--- src/rtl/alu_ctrl.sv ---
// Instruction sequencer for an external ALU: decode, 8-entry register file, IDLE/EXEC/WB FSM.
// Define ALU_CTRL_ERR_EN to flag ops 3'b110/3'b111 as illegal (err pulse, no writeback).
module alu_ctrl #(
    parameter int DATA_WIDTH = 32
) (
    input  logic                         clk,
    input  logic                         rst,
    input  logic                         instr_valid,
    output logic                         instr_ready,
    input  logic [15:0]                  instr,
    output logic [2:0]                   alu_opcode,
    output logic signed [DATA_WIDTH-1:0] alu_in1,
    output logic signed [DATA_WIDTH-1:0] alu_in2,
    input  logic [DATA_WIDTH-1:0]        alu_result,
    input  logic                         alu_z,
    output logic                         wb_valid,
    output logic [2:0]                   wb_rd,
    output logic [DATA_WIDTH-1:0]        wb_data,
    output logic                         z_out,
    output logic                         err
);

    typedef enum logic [1:0] {
        IDLE = 2'd0,
        EXEC = 2'd1,
        WB   = 2'd2
    } state_t;

    // imm6[5:3] doubles as rt when imm_sel is 0.
    typedef struct packed {
        logic [2:0] op;
        logic [2:0] rd;
        logic [2:0] rs;
        logic       imm_sel;
        logic [5:0] imm6;
    } instr_t;

    state_t                state;
    state_t                state_next;
    instr_t                ir;
    logic                  accept;
    logic                  illegal;
    logic [DATA_WIDTH-1:0] regs [1:7];
    logic [DATA_WIDTH-1:0] rs_val;
    logic [DATA_WIDTH-1:0] rt_val;
    logic [DATA_WIDTH-1:0] imm_ext;

    assign accept  = instr_valid && instr_ready;
    assign imm_ext = {{(DATA_WIDTH-6){ir.imm6[5]}}, ir.imm6};

`ifdef ALU_CTRL_ERR_EN
    assign illegal = (ir.op[2:1] == 2'b11);
`else
    assign illegal = 1'b0;
`endif

    // State register
    // NOTE: sequential state uses non-blocking assignments so every flop samples pre-edge values.
    always_ff @(posedge clk) begin
        if (rst) begin
            state <= IDLE;
        end else begin
            state <= state_next;
        end
    end

    // Next-state logic
    always_comb begin
        state_next = state;
        case (state)
            IDLE:    if (accept) state_next = EXEC;
            EXEC:    state_next = WB;
            WB:      state_next = accept ? EXEC : IDLE;
            default: state_next = IDLE;
        endcase
    end

    // Output logic
    // NOTE: every output gets a default before the case so no path can infer a latch.
    always_comb begin
        instr_ready = 1'b0;
        alu_opcode  = '0;
        alu_in1     = '0;
        alu_in2     = '0;
        wb_valid    = 1'b0;
        err         = 1'b0;
        case (state)
            IDLE: instr_ready = !rst;
            EXEC: begin
                alu_opcode = ir.op;
                alu_in1    = rs_val;
                alu_in2    = ir.imm_sel ? imm_ext : rt_val;
            end
            WB: begin
                instr_ready = !rst;
                wb_valid    = !rst && !illegal;
                err         = !rst && illegal;
            end
            default: ;
        endcase
    end

    // Operands are read in EXEC, so a WB write at the accept edge is already visible.
    always_comb begin
        rs_val = '0;
        rt_val = '0;
        if (ir.rs != 3'd0) rs_val = regs[ir.rs];
        if (ir.imm6[5:3] != 3'd0) rt_val = regs[ir.imm6[5:3]];
    end

    // Instruction register is pure datapath and is only consumed after an accept.
    always_ff @(posedge clk) begin
        if (accept) begin
            ir <= instr;
        end
    end

    // Writeback registers capture the ALU at the end of EXEC and hold until the next legal op.
    always_ff @(posedge clk) begin
        if (rst) begin
            wb_rd   <= '0;
            wb_data <= '0;
            z_out   <= 1'b0;
        end else if (state == EXEC && !illegal) begin
            wb_rd   <= ir.rd;
            wb_data <= alu_result;
            z_out   <= alu_z;
        end
    end

    // Register file; r0 has no storage and writes to it vanish.
    // NOTE: the register file is reset explicitly because r1..r7 must read 0 after reset.
    always_ff @(posedge clk) begin
        if (rst) begin
            for (int i = 1; i < 8; i++) begin
                regs[i] <= '0;
            end
        end else if (state == WB && !illegal && wb_rd != 3'd0) begin
            regs[wb_rd] <= wb_data;
        end
    end

endmodule
--- config.mk ---
export PLATFORM = sky130hd
export DESIGN_NAME = alu_ctrl
export DESIGN_NICKNAME = d
export VERILOG_FILES = /design/src/rtl/alu_ctrl.sv
export SDC_FILE = /design/constraint.sdc
export NUM_CORES = 1
export LEC_CHECK = 0
export BUFFER_PORTS_ARGS = -buffer_cell sky130_fd_sc_hd__buf_2
export CAP_MARGIN = 20
export CORE_ASPECT_RATIO = 0.75
export CORE_UTILIZATION = 60
export DETAILED_ROUTE_END_ITERATION = 7
export MAX_ROUTING_LAYER = met4
export PLACE_DENSITY = 0.85
export RECOVER_POWER = 25
export SLEW_MARGIN = 20
export SYNTH_ARGS = -nofsm -noshare
export SYNTH_HDL_FRONTEND = slang
export SYNTH_SLANG_ARGS = --single-unit
--- constraint.sdc ---
create_clock -name clk -period 3.3 [get_ports clk]
set_input_delay 0.66 -clock clk [delete_from_list [all_inputs] [get_ports clk]]
set_output_delay 0.66 -clock clk [all_outputs]
set_load 0.05 [all_outputs]
-- Word level (Yosys, flattened, before mapping)
Memories as Yosys holds them, arrays and structs flattened. A register that Yosys moved wholly into a read port is not among the register bits.
Cells that the tools add are included.
- bits in writable memories: 224
- word-level logic and storage cells: 43
- memories: 1
- register bits: 54
- output and inout bits: 106
- latch bits: 0
- memory bits (read-only): 0
- memory list (name ; depth ; bits a word ; rd ports ; clocked after memory_dff ; wr ports ; line ; RTL):
    regs ; 7 ; 32 ; 2 ; 2 ; 7 ; 43 ; logic [DATA_WIDTH-1:0] regs [1:7];
- order comparisons: 0
- equality and inequality tests: 3
- bitwise operators: 0
- reductions and logical operators: 9
- muxes and demuxes: 21
- multipliers: 0
- shift operators: 0
- divide/modulo/power cells: 0
- add/sub/neg operators: 0
- operators with widths (kind ; number):
    two-way mux 32 bit ; 6
    OR reduction 32 bit ; 1
    two-way mux 3 bit ; 4
    two-way mux 1 bit ; 9
    nonzero test 3 bit ; 3
    one-hot mux 2 bit (3 select lines) ; 1
    == test 2 x 1 -> 1 bit (second input constant) ; 1
    == test 2 bit (second input constant) ; 1
    logical AND 1 bit ; 2
    zero test 2 bit ; 1
    two-way mux 2 bit ; 1
    inequality test 2 bit (second input constant) ; 1
    OR reduction 2 bit ; 1
    zero test 1 bit ; 1

-- Depth between registers and ports, before layout
- depth after elaboration: 7
- gate-level depth with buffers: 7

-- Worst setup path after synthesis
OpenSTA, ideal clock, no wires.
- path kind: reg-to-output
- start: reg state[0]
- end: out alu_in2[0]
- path buffers: 0
- arrival time: 2.061 ns
- cell stages (with the launch flop): 4
- path slack: 0.579 ns
- path through: dfxtp_1 -> nand2b_1 -> or3_1 -> o21ai_0
- cells in the longest elaborated chain, start to end: 2
- RTL lines (element ; line ; RTL):
    from (decl) ; 38 ; state_t state;
    from (signal assigned) ; 63 ; state <= state_next;
    == test 2 x 1 -> 1 bit ; 87 ; case (state)
    two-way mux 32 bit ; 87 ;
    to (decl) ; 13 ; output logic signed [DATA_WIDTH-1:0] alu_in2,
No other way between the ends.

==> results.md <==
- Status: complete, but fails checks
- Failing checks: max-capacitance violations, max-slew violations
- Share of post-route cells with drive strength above 1: 0.308
- CTS Buffer Depth: 3
- Achievable Freq: 310 MHz
- Width of the die: 189 um
- I/O Pins: 158
- CTS Buf Count: 31
- Main synth FF type: edfxtp_1
- Clock slew seen by the registers of the worst setup and hold paths: 0.06 ns
- CP Data Arrival Time: between 2 and 3 ns
- Clock sinks: 316
- Area leader, netlist: edfxtp_1
- Worst-Margin Slew: 1.74 ns
- Worst hold slack: 0.263 ns
- Placed instance count: 1576
- Logic pwr share: 0.119
- Drt drc: 0
- Rel. slew slack: -0.158
- First-pass GRT wire length: 62700 um
- Final min period: 3.23 ns
- Top-area cell type share of the netlist area: 0.518
- Crit. End Element: output port
- Most frequent cell after synthesis: edfxtp_1
- Slew Limit Fails: 94
- Static Leak: 6.97 nW
- Placer's final routability congestion estimate: 0.797
- Grt ovf: 0
- Setup tns final: 0 ns
- Pre-CTS setup slack: 0.407 ns
- Net Switching: 0.00238 W
- Initial DRC Count: between 1000 and 1500
- Critical path class: flop to output port
- Most frequent cells after synthesis: edfxtp_1 (272), and2_1 (230), mux4_2 (102), nand2_1 (74), mux2i_1 (64)
- Clk pwr share: 0.401
- Core area: 25400 um^2
- CTS tree: built
- Average wire per cell in the routed design: 25.3 um
- Cell Pwr Density: 530 nW/um^2
- Startpoint types: flop
- Synth top area cells: edfxtp_1 (52%), mux4_2 (15%), and2_1 (9.1%), dfxtp_1 (5.6%), mux2i_1 (4.1%)
- Fin crit share: 0.979
- Cells after Synth: roughly 1100
- Final Worst Setup Slack: about 0.07 ns
- Crit-path max FO: 18
- Post-Layout Cell Count: about 1600
- # setup viols final: 0
- Synth unique cells: 37
- DR vias/cell: 6.48
- RSZ-0062 raised after global routing: false
- Vias in the first global route: roughly 11000
- GRT Util Overall: 0.325
- Nets@finish: 1332
- Yosys warns: 0
- Utilization after layout: 0.717
- Fraction of registers with async set/reset: 0
- Int Pwr: 0.00727 W
- Diode count: 0
- Final HPWL DP: 25200 um
- # port buffers: 156
- CP required: 2.64 ns
- DR pass1 iterations: 6
- Total number of vias: 10600
- Clock skew: 0.0145 ns
- Share of power burned in registers: 0.480
- Max H-tree Level: 1
- Fin. Hold Viols: 0
- Row Count: 50
- Routed WL: 41600 um
- Max VDD drop: 0.000494 V
- Die Y: 142 um
- Largest net degree at the start of global routing: 65
- Area delta synth->final: 15.5%
- Average cell area after synthesis: 14.3 um^2
- Die ar.: 27000 um^2
- Mapped Area: between 15000 and 20000 um^2
- Max-cap violations: 3
- CTS Root Cell: clkbuf_16
- Antenna-violating nets left: 0
- Initial Utilization: 0.621
- Clk Latency, worst-skew pair: 0.57 ns
- HP Class: primary input to flop
- Sw frac: 0.246
- Seq/Total Area, Yosys: 0.574
- EDFF count, synth: roughly 270
- Seq cells post-synth: 316
- Initial antenna violation count: 0
-- flip-flops by register name (all words and copies together) (netlist names), named ones only --
signal and count:
z_out 1, regs 256, wb_rd 3, ir 10, imm_ext 6, state 2
wb_data 32
-- worst max-delay path: stages (launching register included) --
cell	delay [ns]
dfxtp_4	0.43
buf_4	0.18
buf_8	0.16
nor2b_1	0.15
a211oi_1	0.07
a311oi_1	0.44
o221a_2	0.29
buf_2	0.26
-- layer usage --
metal | track usage | routed length, um | vias to the layer above
li1 | - | - | 4507
met1 | 0.436 | 16300 | 5324
met2 | 0.514 | 19600 | 724
met3 | 0.0629 | 4740 | 88
met4 | 0.0874 | 1050 | 0
met5 | - | 0 | -
-- layout make-up --
cell class	count	area [um^2]
Sequential cell	316	9060
Fill cell	1650	7180
Multi-Input combinational cell	721	6290
Timing Repair Buffer	209	1330
Clock buffer	44	885
Tap cell	338	423
Clock inverter	14	238
Inverter	1	3.75
-- metrics by stage --
| stage | cell area [um^2] | power, W |
|---|---|---|
| 3_3_place_gp | 17100 | 0.00580 |
| 5_1_grt | 18200 | 0.00988 |
| 4_1_cts | 18300 | 0.00967 |
| 6_report | 18200 | 0.00965 |
| 2_1_floorplan | 15900 | 0.00549 |
| 3_5_place_dp | 17100 | 0.00583 |
-- path summary, 6_finish.rpt --
path	slack [ns]	start	to	cells past startpoint
setup reg to reg	0.47	state[0]$_SDFFE_PP0P_	regs[7][17]$_SDFFCE_PN0P_	5
setup / recovery	0.07	flop	alu_in2[13]	7
hold / removal	0.26	instr[12]	ir[12]$_DFFE_PN_	1
hold reg to reg	0.46	z_out$_SDFFE_PP0P_	z_out$_SDFFE_PP0P_	2
-- logic make-up after synthesis --
logic type	count (synthesis)	share of synthesized area
DFF	316	0.574
muxes	171	0.190
other	1	0.000238
buffers and inverters	97	0.0366
and+or+nand+nor	394	0.140
AOI/OAI and AO/OA	123	0.0602
-- power groups by stage --
stage | logic, W | registers (W) | clock network, W
final | 0.00115 | 0.00463 | 0.00388
after floorplan | 0.000782 | 0.00471 | 0
after global placement | 0.00109 | 0.00470 | 0
after detailed placement | 0.00111 | 0.00472 | 0
after global routing | 0.00120 | 0.00465 | 0.00403
after CTS | 0.00114 | 0.00463 | 0.00390
-- timing repair --
item	in CTS	in global routing
endpoints found under the setup margin	18	7
resized for setup	0	2
buffers inserted	8	1
pin swaps	0	1
hold buffers	0	0
gates cloned	0	0
-- cell usage in the layout (no fill, tap or decap), types with 2 or more instances in the layout --
| master | count |
|---|---|
| clkbuf_1 | 17 |
| clkbuf_16 | 31 |
| clkinvlp_4 | 3 |
| nand2b_1 | 3 |
| o21ai_0 | 5 |
| nor2_1 | 37 |
| clkbuf_8 | 6 |
| and2_1 | 202 |
| mux2_2 | 5 |
| buf_2 | 150 |
| nand3_1 | 6 |
| edfxtp_1 | 272 |
| nor2b_1 | 25 |
| dfxtp_2 | 3 |
| buf_4 | 35 |
| or2_4 | 2 |
| mux2i_1 | 64 |
| mux4_2 | 102 |
| dfxtp_4 | 2 |
| bufinv_16 | 6 |
| conb_1 | 33 |
| a21oi_1 | 36 |
| nor2_2 | 4 |
| clkinv_2 | 3 |
| o221a_2 | 25 |
| and2b_1 | 2 |
| buf_12 | 13 |
| a311oi_1 | 26 |
| or2_2 | 5 |
| a211oi_1 | 26 |
| dfxtp_1 | 39 |
| nand2_1 | 74 |
| and2_0 | 28 |
Power figures use the tool's default switching activity.
